[config.mk]
export PLATFORM = sky130hd
export DESIGN_NAME = spi_read_seq_flat
export DESIGN_NICKNAME = d
export VERILOG_FILES = /design/src/rtl/spi_read_seq_if.sv /design/src/rtl/spi_read_seq.sv /design/src/flat_wrapper.sv
export SDC_FILE = /design/constraint.sdc
export NUM_CORES = 1
export LEC_CHECK = 0
export BUFFER_PORTS_ARGS = -buffer_cell sky130_fd_sc_hd__buf_2
export CELL_PAD_IN_SITES_DETAIL_PLACEMENT = 1
export CELL_PAD_IN_SITES_GLOBAL_PLACEMENT = 1
export CORE_UTILIZATION = 47
export CTS_BUF_LIST = sky130_fd_sc_hd__clkbuf_8
export DETAILED_ROUTE_END_ITERATION = 10
export PLACE_DENSITY = 0.95
export SETUP_SLACK_MARGIN = 0.05
export SLEW_MARGIN = 40
export SYNTH_ARGS = -nofsm -noshare
export SYNTH_HDL_FRONTEND = slang
export SYNTH_SLANG_ARGS = --single-unit
[constraint.sdc]
create_clock -name clock -period 6.3 [get_ports clock]
set_input_delay 0.63 -clock clock [delete_from_list [all_inputs] [get_ports clock]]
set_output_delay 0.63 -clock clock [all_outputs]
set_load 0.005 [all_outputs]
[src/rtl/spi_read_seq_if.sv]
// Byte source/sink link between spi_read_seq and spi_master.
// master: spi_master side; slave: spi_read_seq side.
interface spi_read_seq_if;
  logic [7:0] tx_data;
  logic       tx_empty;
  logic       tx_get;
  logic [7:0] rx_data;
  logic       rx_put;

  modport master (
    input  tx_data,
    input  tx_empty,
    output tx_get,
    output rx_data,
    output rx_put
  );

  modport slave (
    output tx_data,
    output tx_empty,
    input  tx_get,
    input  rx_data,
    input  rx_put
  );
endinterface

[src/rtl/spi_read_seq.sv]
// Flash read sequencer: feeds cmd/addr/dummy/fill bytes to spi_master
// and forwards payload rx bytes. Ports: clock, reset, start/addr/len,
// busy/done, data/valid, sif (tx_data/tx_empty/tx_get/rx_data/rx_put).
module spi_read_seq #(
  parameter int         LW    = 8,
  parameter int         AW    = 24,
  parameter logic [7:0] CMD   = 8'h03,
  parameter int         DUMMY = 0,
  parameter logic [7:0] FILL  = 8'hFF
) (
  input  logic          clock,
  input  logic          reset,
  input  logic          start,
  input  logic [AW-1:0] addr,
  input  logic [LW-1:0] len,
  output logic          busy,
  output logic          done,
  output logic [7:0]    data,
  output logic          valid,
  spi_read_seq_if.slave sif
);

  localparam int ABYTES = AW / 8;
  localparam int TW     = LW + 3;
  localparam logic [TW-1:0] HDR =
    TW'(1 + ABYTES + DUMMY);
  localparam logic [LW-1:0] ALAST = LW'(ABYTES - 1);
  localparam logic [LW-1:0] DLAST = LW'(DUMMY - 1);

  typedef enum logic [2:0] {
    ST_IDLE,
    ST_CMD,
    ST_ADDR,
    ST_DUMMY,
    ST_DATA,
    ST_DRAIN
  } state_t;

  state_t        state_q, state_n;
  logic [AW-1:0] addr_q;
  logic [AW-1:0] addr_sh;
  logic [LW-1:0] len_q;
  logic [LW-1:0] cnt_q, cnt_n;
  logic [TW-1:0] rx_cnt_q;
  logic [TW-1:0] total_q;
  logic          busy_q;
  logic          done_q, done_n;
  logic          valid_q;
  logic [7:0]    data_q;
  logic [7:0]    tx_data_q, tx_data_n;
  logic          tx_empty_q, tx_empty_n;
  logic          take;
  logic          accept;

  assign take   = sif.tx_get && !tx_empty_q;
  assign accept = (state_q == ST_IDLE) && start
                  && (len != '0);

  always_comb begin
    state_n = state_q;
    cnt_n   = cnt_q;
    done_n  = 1'b0;
    unique case (state_q)
      ST_IDLE: begin
        if (start) begin
          if (len != '0) begin
            state_n = ST_CMD;
            cnt_n   = '0;
          end else begin
            done_n = 1'b1;
          end
        end
      end
      ST_CMD: begin
        if (take) begin
          state_n = ST_ADDR;
          cnt_n   = '0;
        end
      end
      ST_ADDR: begin
        if (take) begin
          if (cnt_q == ALAST) begin
            cnt_n   = '0;
            state_n = (DUMMY > 0) ? ST_DUMMY
                                  : ST_DATA;
          end else begin
            cnt_n = cnt_q + 1'b1;
          end
        end
      end
      ST_DUMMY: begin
        if (take) begin
          if (cnt_q == DLAST) begin
            cnt_n   = '0;
            state_n = ST_DATA;
          end else begin
            cnt_n = cnt_q + 1'b1;
          end
        end
      end
      ST_DATA: begin
        if (take) begin
          if (cnt_q == len_q - 1'b1) begin
            cnt_n   = '0;
            state_n = ST_DRAIN;
          end else begin
            cnt_n = cnt_q + 1'b1;
          end
        end
      end
      ST_DRAIN: begin
        // every header and payload byte must be back
        if (rx_cnt_q == total_q) begin
          done_n  = 1'b1;
          state_n = ST_IDLE;
        end
      end
      default: state_n = ST_IDLE;
    endcase
  end

  // tx outputs decoded from the next state so the
  // following byte is ready the cycle after tx_get
  always_comb begin
    tx_data_n  = 8'h00;
    tx_empty_n = 1'b1;
    addr_sh    = addr_q << {cnt_n, 3'b000};
    unique case (state_n)
      ST_CMD: begin
        tx_data_n  = CMD;
        tx_empty_n = 1'b0;
      end
      ST_ADDR: begin
        tx_data_n  = addr_sh[AW-1 -: 8];
        tx_empty_n = 1'b0;
      end
      ST_DUMMY, ST_DATA: begin
        tx_data_n  = FILL;
        tx_empty_n = 1'b0;
      end
      default: ;
    endcase
  end

  always_ff @(posedge clock) begin
    if (reset) begin
      state_q    <= ST_IDLE;
      cnt_q      <= '0;
      addr_q     <= '0;
      len_q      <= '0;
      rx_cnt_q   <= '0;
      total_q    <= '0;
      busy_q     <= 1'b0;
      done_q     <= 1'b0;
      valid_q    <= 1'b0;
      data_q     <= 8'h00;
      tx_data_q  <= 8'h00;
      tx_empty_q <= 1'b1;
    end else begin
      state_q    <= state_n;
      cnt_q      <= cnt_n;
      done_q     <= done_n;
      busy_q     <= (state_n != ST_IDLE);
      tx_data_q  <= tx_data_n;
      tx_empty_q <= tx_empty_n;
      valid_q    <= 1'b0;
      if (accept) begin
        addr_q   <= addr;
        len_q    <= len;
        total_q  <= HDR + TW'(len);
        rx_cnt_q <= '0;
      end else if (busy_q && sif.rx_put) begin
        rx_cnt_q <= rx_cnt_q + 1'b1;
        if (rx_cnt_q >= HDR && rx_cnt_q < total_q) begin
          valid_q <= 1'b1;
          data_q  <= sif.rx_data;
        end
      end
    end
  end

  assign busy         = busy_q;
  assign done         = done_q;
  assign data         = data_q;
  assign valid        = valid_q;
  assign sif.tx_data  = tx_data_q;
  assign sif.tx_empty = tx_empty_q;

endmodule

[src/flat_wrapper.sv]
// flat-port wrapper written by rule: the top's interface ports become plain ports
module spi_read_seq_flat 
#(
  parameter int         LW    = 8,
  parameter int         AW    = 24,
  parameter logic [7:0] CMD   = 8'h03,
  parameter int         DUMMY = 0,
  parameter logic [7:0] FILL  = 8'hFF
)
  (clock, reset, start, addr, len, busy, done, data, valid, sif_tx_data, sif_tx_empty, sif_tx_get, sif_rx_data, sif_rx_put);
  spi_read_seq_if sif_i ();
  input  logic clock;
  input  logic reset;
  input  logic start;
  input  logic [AW-1:0] addr;
  input  logic [LW-1:0] len;
  output logic busy;
  output logic done;
  output logic [7:0] data;
  output logic valid;
  output wire logic [$bits(sif_i.tx_data)-1:0] sif_tx_data;
  output wire logic [$bits(sif_i.tx_empty)-1:0] sif_tx_empty;
  input wire logic [$bits(sif_i.tx_get)-1:0] sif_tx_get;
  input wire logic [$bits(sif_i.rx_data)-1:0] sif_rx_data;
  input wire logic [$bits(sif_i.rx_put)-1:0] sif_rx_put;
  assign sif_tx_data = sif_i.tx_data;
  assign sif_tx_empty = sif_i.tx_empty;
  assign sif_i.tx_get = sif_tx_get;
  assign sif_i.rx_data = sif_rx_data;
  assign sif_i.rx_put = sif_rx_put;
  spi_read_seq #(.LW(LW), .AW(AW), .CMD(CMD), .DUMMY(DUMMY), .FILL(FILL)) u_core (.clock(clock), .reset(reset), .start(start), .addr(addr), .len(len), .busy(busy), .done(done), .data(data), .valid(valid), .sif(sif_i));
endmodule
==> reports/qor.yml, run 1 <==
status: "finished, violations left"
violations: "DRC"
rr_worst_depth: 11
fin_crit_sh: 0.5825
r2r-start: "u_core.len_q[0]$_SDFFE_PP0P_"
synth.largest_area_cell: "dfxtp_1"
p_leak_nw: 1.898
grt_max_degree: 52
dr_total_vias: 4231
drv_cap: 0
path_cells: "inv_1 -> ha_1 -> nor3b_1 -> a21oi_1 -> nor3b_1 -> nand4_1 -> o21a_1 -> o21ai_1 -> a21oi_1 -> a221oi_1 -> nor2_1"
cts_buffers: 9
cp.arrival_ps: 3900
netlist-cell-type-count: 62
worst_slew_pin_slew_ps: 726.9
timing.rr.end: "u_core.sif.tx_data[7]$_SDFF_PP0_"
dieArea_um2: 9531
yosysMostFrequentCell: "nand2_1"
drtIter0Drc: 273
hold_violations: 0
hold_path_class: "reg -> reg"
vias_per_cell: 6.097
crit_required_ps: 6530
core_um2: 8806
synthToLayoutAreaGrowth_pct: 14.73
skew_ps: 13.05
hold_depth: 2
synthTopCellsByCount: "104 x nand2_1, 81 x dfxtp_1, 51 x a21oi_1"
fin_tns_setup_ps: 0
netlist_area_um2: 4298
yosys-top-cells-area: "dfxtp_1 38%, nand2_1 9.1%, a21oi_1 5.9%"
cp_slowest_cell: "a221oi_1"
yosys_warnings: 0
p_total_mw: 1.180
nets: 642
max_stage_delay_ps: 430
slew-limit-headroom: 0.5154
hpwl_mm: 9.585
tritoncts: "built"
min_to: "u_core.addr_q[22]$_SDFFE_PP0P_"
ir_drop_v: 0.0001312
utilization: 0.5600
placed_area_um2: 4683
rsz0062_at_grt: "false"
start_util: 0.4881
die_height_um: 97.63
syn_inst: 531
p_switching_uw: 350.8
rows: 34
drive_above_1_share: 0.1843
cts.path.max_buffers: 2
routed_wl_mm: 13.80
hp-start: "u_core.addr_q[22]$_SDFFE_PP0P_"
port_buffers: 64
cts_num_sinks: 81
synth_fp_nets: 592
synth_top_area_share: 0.3773
ctsHtreeMaxLevel: 3
grt_overflow_total: 0
fin_area_um2: 4931
antenna_found_initial: 0
cp-end-kind: "flop"
worstSetupStartpointType: "flop"
r2r_slack_ps: 2630
setup_viol: 0
drv_slew: 0
track_usage: 0.2995
grt_pass1_vias: 4418
drcViolationCount: 2
period_needed_ps: 3670
critPathKind: "reg -> reg"
switching_share: 0.2972
pwr-share-clk: 0.390
firstDrtPassIters: 7
holdBufCountCts: 0
comb_power_share: 0.141
ys_ff_latch: 81
power.internal_uw: 829.3
placedCellCount: 678
grt_pass1_wl_mm: 22.70
ant_nets: 0
hold_ws_ps: 464.4
synth-seq-area-share: 0.3773
place_congestion: 0.9148
instances_no_fill: 694
cts-root-buf: "clkbuf_8"
p_per_area_nw_per_um2: 239.3
die_w_um: 97.63
synth-edff-count: 0
wl_per_cell_um: 19.88
cts_resized: 0
fin_ws_ps: 2630
avgSynthCellArea_um2: 8.094
power_frac_seq: 0.469
cp_max_fo: 7
clkTransAtPathRegs_ps: 100
synthArstFlopShare: 0
maxClockFrequency_mhz: 272.5
boundaryPins: 65
dpl_worst_slack_ps: 2726
antennaDiodeCount: 0
postCtsSetupBuffers: 0
clock_latency_ps: 370
synth_flop_cell: "dfxtp_1"
-- registers in the layout, summed over array words and instances (netlist names) --
signal	flops
u_core.len_q	8
u_core.done	1
u_core.cnt_q	8
u_core.rx_cnt_q	11
u_core.sif.tx_empty	1
u_core.data	8
u_core.sif.tx_data	8
u_core.state_q	3
u_core.addr_q	24
u_core.total_q	7
u_core.busy	1
u_core.valid	1
-- critical path: cells and delay by family (launching register included) --
family,cells,cell delay (ps)
buffers and inverters,1,110
adders and majority gates,1,260
and+or+nand+nor,4,1150
AOI/OAI and AO/OA,5,1590
DFF,1,410
-- power by group through the flow --
| stage | clock (mW) | sequential, mW | combinational (mW) |
|---|---|---|---|
| floorplan | 0 | 0.555 | 0.108 |
| global placement | 0 | 0.562 | 0.145 |
| detailed placement | 0 | 0.564 | 0.157 |
| CTS | 0.459 | 0.552 | 0.164 |
| global route | 0.482 | 0.555 | 0.181 |
| finish | 0.460 | 0.553 | 0.167 |
-- worst max path at each step --
stage	endpoint	slack [ps]	from
finish	u_core.sif.tx_data[7]$_SDFF_PP0_	2630	u_core.len_q[0]$_SDFFE_PP0P_
global route	u_core.sif.tx_data[7]$_SDFF_PP0_	2510	u_core.len_q[0]$_SDFFE_PP0P_
CTS	u_core.sif.tx_data[7]$_SDFF_PP0_	2730	u_core.len_q[0]$_SDFFE_PP0P_
detailed placement	u_core.sif.tx_data[7]$_SDFF_PP0_	2730	len[2]
global placement	u_core.sif.tx_data[2]$_SDFF_PP0_	2960	len[2]
floorplan	u_core.sif.tx_data[4]$_SDFF_PP0_	3450	u_core.cnt_q[0]$_SDFF_PP0_
-- placed cells by master (no fill, tap or decap), types with 6 or more instances in the layout --
| master | count |
|---|---|
| a21oi_1 | 51 |
| a221oi_1 | 9 |
| and3_1 | 6 |
| buf_2 | 63 |
| clkbuf_8 | 9 |
| dfxtp_1 | 81 |
| ha_1 | 16 |
| inv_1 | 19 |
| mux2_2 | 8 |
| mux2i_1 | 10 |
| nand2_1 | 104 |
| nand3_1 | 14 |
| nand4_1 | 8 |
| nor2_1 | 49 |
| nor2b_1 | 6 |
| nor3_1 | 10 |
| nor4_1 | 7 |
| o21a_1 | 8 |
| o21ai_0 | 8 |
| xnor2_1 | 13 |
| xor2_1 | 11 |
-- cell type report --
class / instances / area [µm²]
Clock buffer: 9 / 123.9
Clock inverter: 7 / 108.9
Fill cell: 1081 / 3875
Inverter: 19 / 71.32
Multi-Input combinational cell: 404 / 2532
Sequential cell: 81 / 1622
Tap cell: 108 / 135.1
Timing Repair Buffer: 66 / 337.8
-- cell families (layout without fill, tap and decap cells) --
logic type      count (synthesis)  count (layout)  share of synthesized area
buf+inv                        46             101                    0.04192
flops                          81              81                     0.3773
xor+xnor                       24              24                    0.04891
compound gates                118             118                     0.1939
fa+ha+maj                      16              16                    0.04658
mux                            19              19                    0.04687
simple gates                  227             227                     0.2445
-- layer usage --
layer  vias up  wire, µm  global-route usage
met5         -         0                   0
met4         0       336              0.1096
met3        37       912             0.05612
met2       183      6752              0.5150
met1      2055      5794              0.3717
li1       1956         -                   -
Power figures use the tool's default switching activity.
==> run 2, diff against run 1 <==
--- a/config.mk
+++ b/config.mk
@@ -8,10 +8,10 @@
 export BUFFER_PORTS_ARGS = -buffer_cell sky130_fd_sc_hd__buf_2
 export CELL_PAD_IN_SITES_DETAIL_PLACEMENT = 1
 export CELL_PAD_IN_SITES_GLOBAL_PLACEMENT = 1
-export CORE_UTILIZATION = 47
+export CORE_UTILIZATION = 40
 export CTS_BUF_LIST = sky130_fd_sc_hd__clkbuf_8
 export DETAILED_ROUTE_END_ITERATION = 10
-export PLACE_DENSITY = 0.95
+export PLACE_DENSITY = 0.89
 export SETUP_SLACK_MARGIN = 0.05
 export SLEW_MARGIN = 40
 export SYNTH_ARGS = -nofsm -noshare
==> constraint.sdc (replaced) <==
create_clock -name clock -period 2.95 [get_ports clock]
set_input_delay 0.295 -clock clock [delete_from_list [all_inputs] [get_ports clock]]
set_output_delay 0.295 -clock clock [all_outputs]
set_load 0.005 [all_outputs]
==> reports/qor.yml, run 2 (synthesis results as in run 1) <==
grt_overflow_total: 0  # unchanged
synthToLayoutAreaGrowth_pct: 25.04  # was 14.73%
nets: 683  # was 642
antennaDiodeCount: 0  # unchanged
port_buffers: 64  # unchanged
power.internal_mw: 1.696  # was 829.3 µW
cp_max_fo: 6  # was 7
wl_per_cell_um: 20.85  # was 19.88 µm
layout_commonest_cell: "nand2_1"  # unchanged
tritoncts: "built"  # unchanged
track_usage: 0.2683  # was 0.2995
die_w_um: 105.7  # was 97.63 µm
pwr-share-clk: 0.352  # was 0.390
ir_drop_v: 0.0002757  # was 0.0001312 V
die_height_um: 105.7  # was 97.63 µm
p_per_area_nw_per_um2: 455.8  # was 239.3 nW/µm²
fill_cells: 1274  # was 1081
drv_cap: 0  # unchanged
cp-end-kind: "flop"  # unchanged
largest_reg_flops: 24  # unchanged
crit_required_ps: 3220  # was 6530 ps
critPathKind: "reg -> reg"  # unchanged
worstSetupStartpointType: "flop"  # unchanged
path_buf_inv: 2  # was 1
drive_above_1_share: 0.2823  # was 0.1843
maxClockFrequency_mhz: 315.1  # was 272.5 MHz
worst_slew_pin_slew_ps: 692.5  # was 726.9 ps
ant_nets: 0  # unchanged
p_leak_nw: 2.105  # was 1.898 nW
boundaryPins: 65  # unchanged
violations: "setup timing"  # was DRC
hpwl_mm: 9.868  # was 9.585 mm
status: "finished, violations left"  # unchanged
max_stage_delay_ps: 470  # was 430 ps
slew-limit-headroom: 0.5264  # was 0.5154
cts_buffers: 9  # unchanged
routed_wl_mm: 15.91  # was 13.80 mm
place_congestion: 0.9460  # was 0.9148
hold_violations: 0  # unchanged
grt_pass1_vias: 4548  # was 4418
switching_share: 0.3075  # was 0.2972
cp.arrival_ps: 3440  # was 3900 ps
drcViolationCount: 0  # was 2
grt_max_degree: 44  # was 52
core_um2: 10370  # was 8806 µm²
dr_total_vias: 4545  # was 4231
firstDrtPassIters: 6  # was 7
cts.path.max_buffers: 2  # unchanged
grt_pass1_wl_mm: 23.33  # was 22.70 mm
instances_no_fill: 763  # was 694
placedCellCount: 737  # was 678
largest-register: "u_core.addr_q"  # unchanged
ctsHtreeMaxLevel: 3  # unchanged
rsz0062_at_grt: "true"  # was false
hold_path_class: "in -> reg"  # was reg -> reg
path_cells: "inv_1 -> ha_2 -> xnor2_1 -> nor4_2 -> nand4_1 -> a21oi_4 -> o31ai_4 -> buf_4 -> mux2_2 -> a221oi_2 -> nor2_4"  # was inv_1 -> ha_1 -> nor3b_1 -> a21oi_1 -> nor3b_1 -> nand4_1 -> o21a_1 -> o21ai_1 -> a21oi_1 -> a221oi_1 -> nor2_1
final_cell_mix: "104 x nand2_1, 75 x dfxtp_1, 64 x buf_2, 49 x a21oi_1, 42 x nor2_1"  # was 104 x nand2_1, 81 x dfxtp_1, 63 x buf_2, 51 x a21oi_1, 49 x nor2_1
drtIter0Drc: 379  # was 273
start_util: 0.4145  # was 0.4881
dieArea_um2: 11160  # was 9531 µm²
cp_slowest_cell: "o31ai_4"  # was a221oi_1
reg_top3: "u_core.addr_q (24), u_core.rx_cnt_q (11)"  # unchanged
drv_slew: 0  # unchanged
rows: 37  # was 34
utilization: 0.5182  # was 0.5600
cts-root-buf: "clkbuf_8"  # unchanged
antenna_found_initial: 0  # unchanged
p_total_mw: 2.450  # was 1.180 mW
vias_per_cell: 5.957  # was 6.097
setup_viol: 8  # was 0
holdBufCountCts: 0  # unchanged
fin_crit_sh: 1.076  # was 0.5825
fin_ws_ps: -224.1  # was 2630 ps
period_needed_ps: 3174  # was 3670 ps
path_delay_family: "compound AO/OA/AOI/OAI gates"  # unchanged
comb_power_share: 0.168  # was 0.141
cts_num_sinks: 81  # unchanged
clock_latency_ps: 380  # was 370 ps
p_switching_uw: 753.2  # was 350.8 µW
clkTransAtPathRegs_ps: 100  # about the same
skew_ps: 15.61  # was 13.05 ps
power_frac_seq: 0.480  # was 0.469
[run 2: cell count changes in the layout (fill, tap and decap cells not counted), sizes merged]
cell      before  now
clkinvlp       0    2
inv           23   22
buf           66  107
bufinv         2    1
[run 2: power groups by stage]
stage               clock network (mW)  registers, mW  logic, mW
floorplan                            0           1.19      0.232
global placement                     0           1.19      0.336
detailed placement                   0           1.20      0.356
CTS                              0.863           1.17      0.367
global route                     0.905           1.18      0.445
finish                           0.861           1.18      0.412
[run 2: per-stage QoR]
| step | cell area [µm²] | TNS (ps) | worst slack, ps | hold slack [ps] |
|---|---|---|---|---|
| 4_1_cts | 5238 | 0 | 45.48 | 147.4 |
| 3_3_place_gp | 4937 | 0 | 58.24 | 440.8 |
| 5_1_grt | 5374 | -2140 | -353.4 | 148.9 |
| 6_report | 5374 | -1334 | -224.1 | 148.0 |
| 2_1_floorplan | 4298 | 0 | 102.5 | 431.0 |
| 3_5_place_dp | 4937 | -1327 | -201.8 | 453.1 |
[run 2: what timing repair did]
item,4_1_cts,5_1_grt
endpoints found under the hold margin,0,0
setup buffers,4,6
pin swaps,8,16
setup endpoints to repair,8,8
cloned,0,0
gates resized for setup,15,24
[run 2: worst paths after layout]
kind	end	cells after the start	slack, ps	from
setup / recovery	u_core.sif.tx_data[6]$_SDFF_PP0_	11	-220	u_core.len_q[0]$_SDFFE_PP0P_
hold / removal	u_core.addr_q[21]$_SDFFE_PP0P_	3	150	addr[21]
setup reg to reg	u_core.sif.tx_data[6]$_SDFF_PP0_	11	-220	u_core.len_q[0]$_SDFFE_PP0P_
hold reg to reg	u_core.addr_q[18]$_SDFFE_PP0P_	2	460	u_core.addr_q[18]$_SDFFE_PP0P_
[run 2: routing by layer]
metal | track usage | vias to the layer above | share of wire
li1 | - | 2037 | -
met1 | 0.3369 | 2205 | 0.41
met2 | 0.4444 | 225 | 0.49
met3 | 0.04824 | 78 | 0.059
met4 | 0.1260 | 0 | 0.046
met5 | 0 | - | 0
[run 2: worst register-to-register path, cell delays in order, from the launching register on]
cell,delay (ps)
dfxtp_4,400
inv_1,70
ha_2,310
xnor2_1,420
nor4_2,130
nand4_1,200
a21oi_4,130
o31ai_4,470
buf_4,220
mux2_2,340
a221oi_2,320
nor2_4,70
[run 2: area by class of cell]
| class | instances | area, µm² | share of cell area |
|---|---|---|---|
| clock inverters | 7 | 76.32 | 0.01420 |
| well taps | 136 | 170.2 | 0.03166 |
| multi-input cells | 404 | 2639 | 0.4910 |
| clock buffers | 9 | 123.9 | 0.02305 |
| inverters | 19 | 71.32 | 0.01327 |
| flip-flops and latches | 81 | 1634 | 0.3041 |
| repair buffers | 107 | 659.4 | 0.1227 |
